<file path="src/rtl/clkdiv_pkg.sv">
// Shared types and constants for the programmable clock divider.
package clkdiv_pkg;

  typedef enum logic [1:0] {
    IDLE = 2'd0,
    RUN  = 2'd1,
    PEND = 2'd2
  } clkdiv_state_t;

  // Smallest ratio that still yields both a high and a low phase.
  localparam int unsigned DIV_MIN = 2;
  localparam int unsigned DEF_DIV = 8;

endpackage

</file>
<file path="src/rtl/clkdiv_counter.sv">
// Loadable period counter: counts 0..ratio-1 and wraps. The high-phase flag
// looks at the count about to be loaded, so the parent can register clk_out
// in step with the count it describes.
module clkdiv_counter #(
  parameter int unsigned CNT_W = 8
) (
  input  logic             clk,
  input  logic             rst_,
  input  logic [CNT_W-1:0] ratio,
  input  logic             run,
  input  logic             clear,
  output logic [CNT_W-1:0] cnt,
  output logic             wrap,
  output logic             hi
);

  logic [CNT_W-1:0] cnt_nxt;
  logic [CNT_W:0]   half;

  // One extra bit so ratio = 2^CNT_W-1 rounds up without overflow.
  assign half = ({1'b0, ratio} + (CNT_W+1)'(1)) >> 1;
  assign wrap = (cnt == ratio - CNT_W'(1));
  assign hi   = ({1'b0, cnt_nxt} < half);

  // Next count: clear dominates, otherwise advance and wrap while running.
  always_comb begin
    cnt_nxt = cnt;
    if (clear)
      cnt_nxt = '0;
    else if (run)
      cnt_nxt = wrap ? '0 : cnt + CNT_W'(1);
  end

  // Count register.
  always_ff @(posedge clk or negedge rst_) begin
    if (!rst_)
      cnt <= '0;
    else
      cnt <= cnt_nxt;
  end

endmodule

</file>
<file path="src/rtl/clkdiv_ctrl.sv">
// Glitch-free programmable clock divider controller. Ratio changes and
// start/stop only take effect at period boundaries.
//
//   state | meaning
//   ------+-----------------------------------------------------------
//   IDLE  | clk_out low, counter held at 0; ratio requests apply at once
//   RUN   | dividing with cur_div, no request outstanding
//   PEND  | dividing with old ratio, pend_div applied/rejected at wrap
module clkdiv_ctrl #(
  parameter int unsigned CNT_W   = 8,
  parameter int unsigned DEF_DIV = clkdiv_pkg::DEF_DIV
) (
  input  logic             clk,
  input  logic             rst_,
  input  logic             en,
  input  logic             div_req,
  input  logic [CNT_W-1:0] div_val,
  output logic             div_ack,
  output logic             div_err,
  output logic             clk_out,
  output logic             tick,
  output logic             running,
  output logic [CNT_W-1:0] cur_div
);

  import clkdiv_pkg::*;

  localparam logic [CNT_W-1:0] DIV_MIN_W = CNT_W'(DIV_MIN);
  localparam logic [CNT_W-1:0] DEF_DIV_W = CNT_W'(DEF_DIV);

  clkdiv_state_t    state_q, state_d;
  logic [CNT_W-1:0] pend_div_q, pend_div_d;
  logic [CNT_W-1:0] cur_div_d;
  logic             ack_d, err_d, tick_d, clk_out_d, running_d;
  logic             cnt_run, cnt_clear, start, wrap, hi;
  logic [CNT_W-1:0] cnt_unused;

  clkdiv_counter #(.CNT_W(CNT_W)) u_counter (
    .clk   (clk),
    .rst_  (rst_),
    .ratio (cur_div),
    .run   (cnt_run),
    .clear (cnt_clear),
    .cnt   (cnt_unused),
    .wrap  (wrap),
    .hi    (hi)
  );

  // Next-state, request handling and next values of the output registers.
  always_comb begin
    state_d    = state_q;
    pend_div_d = pend_div_q;
    cur_div_d  = cur_div;
    ack_d      = 1'b0;
    err_d      = 1'b0;
    cnt_run    = 1'b0;
    cnt_clear  = 1'b0;
    start      = 1'b0;
    unique case (state_q)
      IDLE: begin
        cnt_clear = 1'b1;
        // div_ack high means the requester has not yet dropped the old request.
        if (div_req && !div_ack) begin
          ack_d = 1'b1;
          if (div_val < DIV_MIN_W) err_d = 1'b1;
          else                     cur_div_d = div_val;
        end
        if (en) begin
          state_d = RUN;
          start   = 1'b1;
        end
      end
      RUN: begin
        cnt_run = 1'b1;
        // A stop at the wrap leaves any new request for IDLE to apply directly.
        if (wrap && !en) begin
          state_d = IDLE;
        end else if (div_req && !div_ack) begin
          pend_div_d = div_val;
          state_d    = PEND;
        end
      end
      PEND: begin
        cnt_run = 1'b1;
        if (wrap) begin
          ack_d = 1'b1;
          if (pend_div_q < DIV_MIN_W) err_d = 1'b1;
          else                        cur_div_d = pend_div_q;
          state_d = en ? RUN : IDLE;
        end
      end
      default: state_d = IDLE;
    endcase
    running_d = (state_d != IDLE);
    tick_d    = running_d && (start || wrap);
    clk_out_d = running_d && hi;
  end

  // State, pending ratio and all output registers.
  always_ff @(posedge clk or negedge rst_) begin
    if (!rst_) begin
      state_q    <= IDLE;
      pend_div_q <= DEF_DIV_W;
      cur_div    <= DEF_DIV_W;
      div_ack    <= 1'b0;
      div_err    <= 1'b0;
      tick       <= 1'b0;
      clk_out    <= 1'b0;
      running    <= 1'b0;
    end else begin
      state_q    <= state_d;
      pend_div_q <= pend_div_d;
      cur_div    <= cur_div_d;
      div_ack    <= ack_d;
      div_err    <= err_d;
      tick       <= tick_d;
      clk_out    <= clk_out_d;
      running    <= running_d;
    end
  end

endmodule

</file>
<file path="config.mk">
export PLATFORM = sky130hd
export DESIGN_NAME = clkdiv_ctrl
export DESIGN_NICKNAME = d
export VERILOG_FILES = /design/src/rtl/clkdiv_pkg.sv /design/src/rtl/clkdiv_counter.sv /design/src/rtl/clkdiv_ctrl.sv
export SDC_FILE = /design/constraint.sdc
export NUM_CORES = 1
export LEC_CHECK = 0
export CAP_MARGIN = 0
export CORE_MARGIN = 8
export CORE_UTILIZATION = 35
export CTS_BUF_LIST = sky130_fd_sc_hd__clkbuf_16
export CTS_CLUSTER_DIAMETER = 30
export DETAILED_ROUTE_END_ITERATION = 12
export GPL_ROUTABILITY_DRIVEN = 0
export SETUP_SLACK_MARGIN = 0.1
export SLEW_MARGIN = 20
export SYNTH_ARGS = -nofsm -noshare
export SYNTH_HDL_FRONTEND = slang
export SYNTH_HIERARCHICAL = 1
export SYNTH_SLANG_ARGS = --single-unit
</file>
<file path="constraint.sdc">
create_clock -name clk -period 3.95 [get_ports clk]
set_input_delay 0.395 -clock clk [delete_from_list [all_inputs] [get_ports clk]]
set_output_delay 0.395 -clock clk [all_outputs]
set_load 0.02 [all_outputs]
</file>
==> impl_metrics.env <==
export IMPL_status="finished, final reports clean"
export IMPL_die_area_um2=8960
export IMPL_clk_root_buffer_cell="clkbuf_16"
export IMPL_grt_antenna_before_repair=0
export IMPL_path_cells="inv_1 -> ha_1 -> and3_1 -> nand4_1 -> xor2_1 -> a211oi_1 -> ha_1 -> and3_1 -> o2111ai_1 -> nor2_1 -> a2111oi_0 -> o21a_1 -> nand2b_1 -> a21oi_1"
export IMPL_r2r_start="state_q[1]"
export IMPL_core_area_um2=5960
export IMPL_num_antenna_cells=0
export IMPL_cp_required_ps=4150
export IMPL_first_pass_iters=4
export IMPL_final_common_cell="dfrtp_1"
export IMPL_ys_flop_type="dfrtp_1"
export IMPL_start_util_pct=36.4
export IMPL_fin_crit_sh_pct=87.8
export IMPL_met2_length_mm=2.19
export IMPL_worst_pin_slew_ps=560
export IMPL_dr_first_iter_drc_count=61
export IMPL_grt_overflow_total=0
export IMPL_timing_worst_setup_path_type="flop to flop"
export IMPL_slew_headroom_pct=62.6
export IMPL_hold_violations=0
export IMPL_cts_htree_levels=2
export IMPL_drive_gt1_share_pct=22.6
export IMPL_place_area_um2=2470
export IMPL_cp_top_family="compound AO/OA/AOI/OAI gates"
export IMPL_worstReg2RegEnd="clk_out"
export IMPL_io_buffers=24
export IMPL_synth_cell_types=51
export IMPL_drt_wirelength_per_cell_um=15.7
export IMPL_top_layer_used="met4"
export IMPL_die_h_um=94.7
export IMPL_vdd_drop_max_uv=464
export IMPL_crit_path_end_kind="flop"
export IMPL_wirelength_mm=4.86
export IMPL_crit_slowest_cell="ha_1"
export IMPL_cp_arrival_ps=3660
export IMPL_p_per_area_nw_per_um2=816
export IMPL_clock_skew_final_ps=5.57
export IMPL_clockBufferDepth=2
export IMPL_critPathMaxStageDelay_ps=550
export IMPL_clk_latency_ps=280
export IMPL_synth_edff_count=0
export IMPL_setup_viol=0
export IMPL_globalRouteTotalUtil_pct=11.9
export IMPL_startpoint="state_q[1]"
export IMPL_synth_fp_nets=235
export IMPL_avgSynthCellArea_um2=10.4
export IMPL_tritoncts="done"
export IMPL_dp_hpwl_mm=3.62
export IMPL_reg2reg_depth=14
export IMPL_rsz0062_at_grt="false"
export IMPL_die_w_um=94.7
export IMPL_synthCells=209
export IMPL_p_leak_nw=1.09
export IMPL_fin_cells=309
export IMPL_r2r_slack_ps=480
export IMPL_fmax_mhz=288
export IMPL_dp_slack_ps=380
export IMPL_tns_ps=0
export IMPL_grt_pass1_vias=1718
export IMPL_num_rows=28
export IMPL_yosys_warnings=6
export IMPL_syn_to_final_growth_pct=21.7
export IMPL_cts_sinks=31
export IMPL_grt_pass1_wl_mm=8.49
export IMPL_hp_class="input port to async pin"
export IMPL_wl_met1_mm=2.33
export IMPL_crit_end="clk_out"
export IMPL_slew_viol_final=0
export IMPL_maxCapViolCount=0
export IMPL_final_min_clock_period_ps=3470
export IMPL_ant_nets=0
export IMPL_path_clk_slew_ps=50
export IMPL_final_nets=259
export IMPL_fin_ws_ps=481
export IMPL_grt_max_degree=32
export IMPL_nFillCells=585
export IMPL_dr_wl_met3_um=260
export IMPL_mostFrequentLayoutCells="28 x dfrtp_1, 24 x mux2_2, 24 x clkdlybuf4s50_1"
export IMPL_crit_cells=14
export IMPL_synth_cell_area_um2=2170
export IMPL_dp_cells=301
export IMPL_async_flop_share_pct=100
export IMPL_ys_ff_latch=31
export IMPL_via_per_inst=5.20
export IMPL_fin_area_um2=2640
export IMPL_remaining_drc_errors=0
export IMPL_route_vias_total=1606
export IMPL_yosysSeqAreaShare_pct=35.9
export IMPL_cp_num_buf_inv=1
export IMPL_start_kind="flop"
export IMPL_numCtsBuffers=5
export IMPL_ios=25
export IMPL_cp_max_fo=13
export IMPL_postCtsHoldBufs=0
## how the worst min path moves through the flow
stage,startpoint,to,slack [ps],cells past startpoint
2_1_floorplan,rst_,clk_out,100,0
3_3_place_gp,pend_div_q[0],pend_div_q[0],480,1
3_5_place_dp,pend_div_q[0],pend_div_q[0],500,1
4_1_cts,pend_div_q[0],pend_div_q[0],510,1
5_1_grt,pend_div_q[0],pend_div_q[0],540,1
6_report,rst_,cur_div[5],510,2
## synth_stat cells (3+ instances only)
master	number	share of area, %
a211oi_1	5	1.7
a21oi_1	11	2.5
and3_1	3	0.87
clkbuf_1	4	0.69
dfrtp_1	29	34
ha_1	14	8.1
inv_1	7	1.2
mux2_2	24	12
nand2_1	12	2.1
nand2b_1	4	1.2
nand3_1	4	0.92
nand4_1	5	1.4
nor2_1	8	1.4
nor2b_1	5	1.4
nor3_1	4	0.92
nor4_1	3	0.87
o21ai_0	4	0.92
xnor2_1	9	3.6
xor2_1	13	5.3
## sequential cells by signal (all words and copies together) (netlist names)
signal	cells
cur_div	8
pend_div_q	8
u_counter/cnt	8
state_q	2
clk_out	1
div_ack	1
div_err	1
running	1
tick	1
## routing by layer
metal  up-vias  global-route usage [%]
li1        796                       -
met1       764                    15.9
met2        39                    18.0
met3         7                    3.10
met4         0                    4.42
met5         -                       0
## worst reg2reg max path, delay by kind of cell (launching register included)
kind / cells / cell delay, ps
adder cells (fa/ha/maj): 2 / 860
AO/OA/AOI/OAI: 5 / 1140
XOR/XNOR: 1 / 170
flip-flops: 1 / 430
AND/OR/NAND/NOR: 5 / 700
buffers and inverters: 1 / 90
## power by group
part	leakage, nW	total, mW	internal [mW]	switching (mW)
sequential	0.385	0.635	0.453	0.182
clock	0.0812	0.436	0.294	0.142
combinational	0.622	1.08	0.538	0.542
total	1.09	2.15	1.29	0.865
## timing repair
action / 4_1_cts / 5_1_grt
buffers inserted: 0 / 0
resized for setup: 0 / 2
endpoints found under the setup margin: 0 / 1
## logic make-up (layout without fill, tap and decap cells)
kind of cell    count (synthesis)  after routing  synth area share, %
compound gates                 38             38                 12.9
xor+xnor                       22             22                 8.90
fa+ha+maj                      14             14                 8.09
buf+inv                        18             43                 4.10
flops                          31             31                 35.9
mux                            26             26                 13.4
simple gates                   60             60                 16.7
## cell type report
| type | instances | area [um^2] | share of cell area (%) |
|---|---|---|---|
| repair buffers | 28 | 270 | 10.3 |
| clock inverters | 3 | 38.8 | 1.47 |
| multi-input cells | 160 | 1300 | 49.4 |
| inverters | 7 | 26.3 | 0.997 |
| clock buffers | 5 | 125 | 4.75 |
| well taps | 75 | 93.8 | 3.56 |
| flip-flops and latches | 31 | 779 | 29.6 |
## metrics by stage
step,power (mW),hold slack (ps),utilization (%)
floorplan,1.41,99.4,-
global placement,1.71,483,41.4
detailed placement,1.71,498,41.4
CTS,2.16,510,44.2
global route,2.33,539,44.2
finish,2.15,508,44.2
Note: power is estimated with default switching activity, not from simulation.
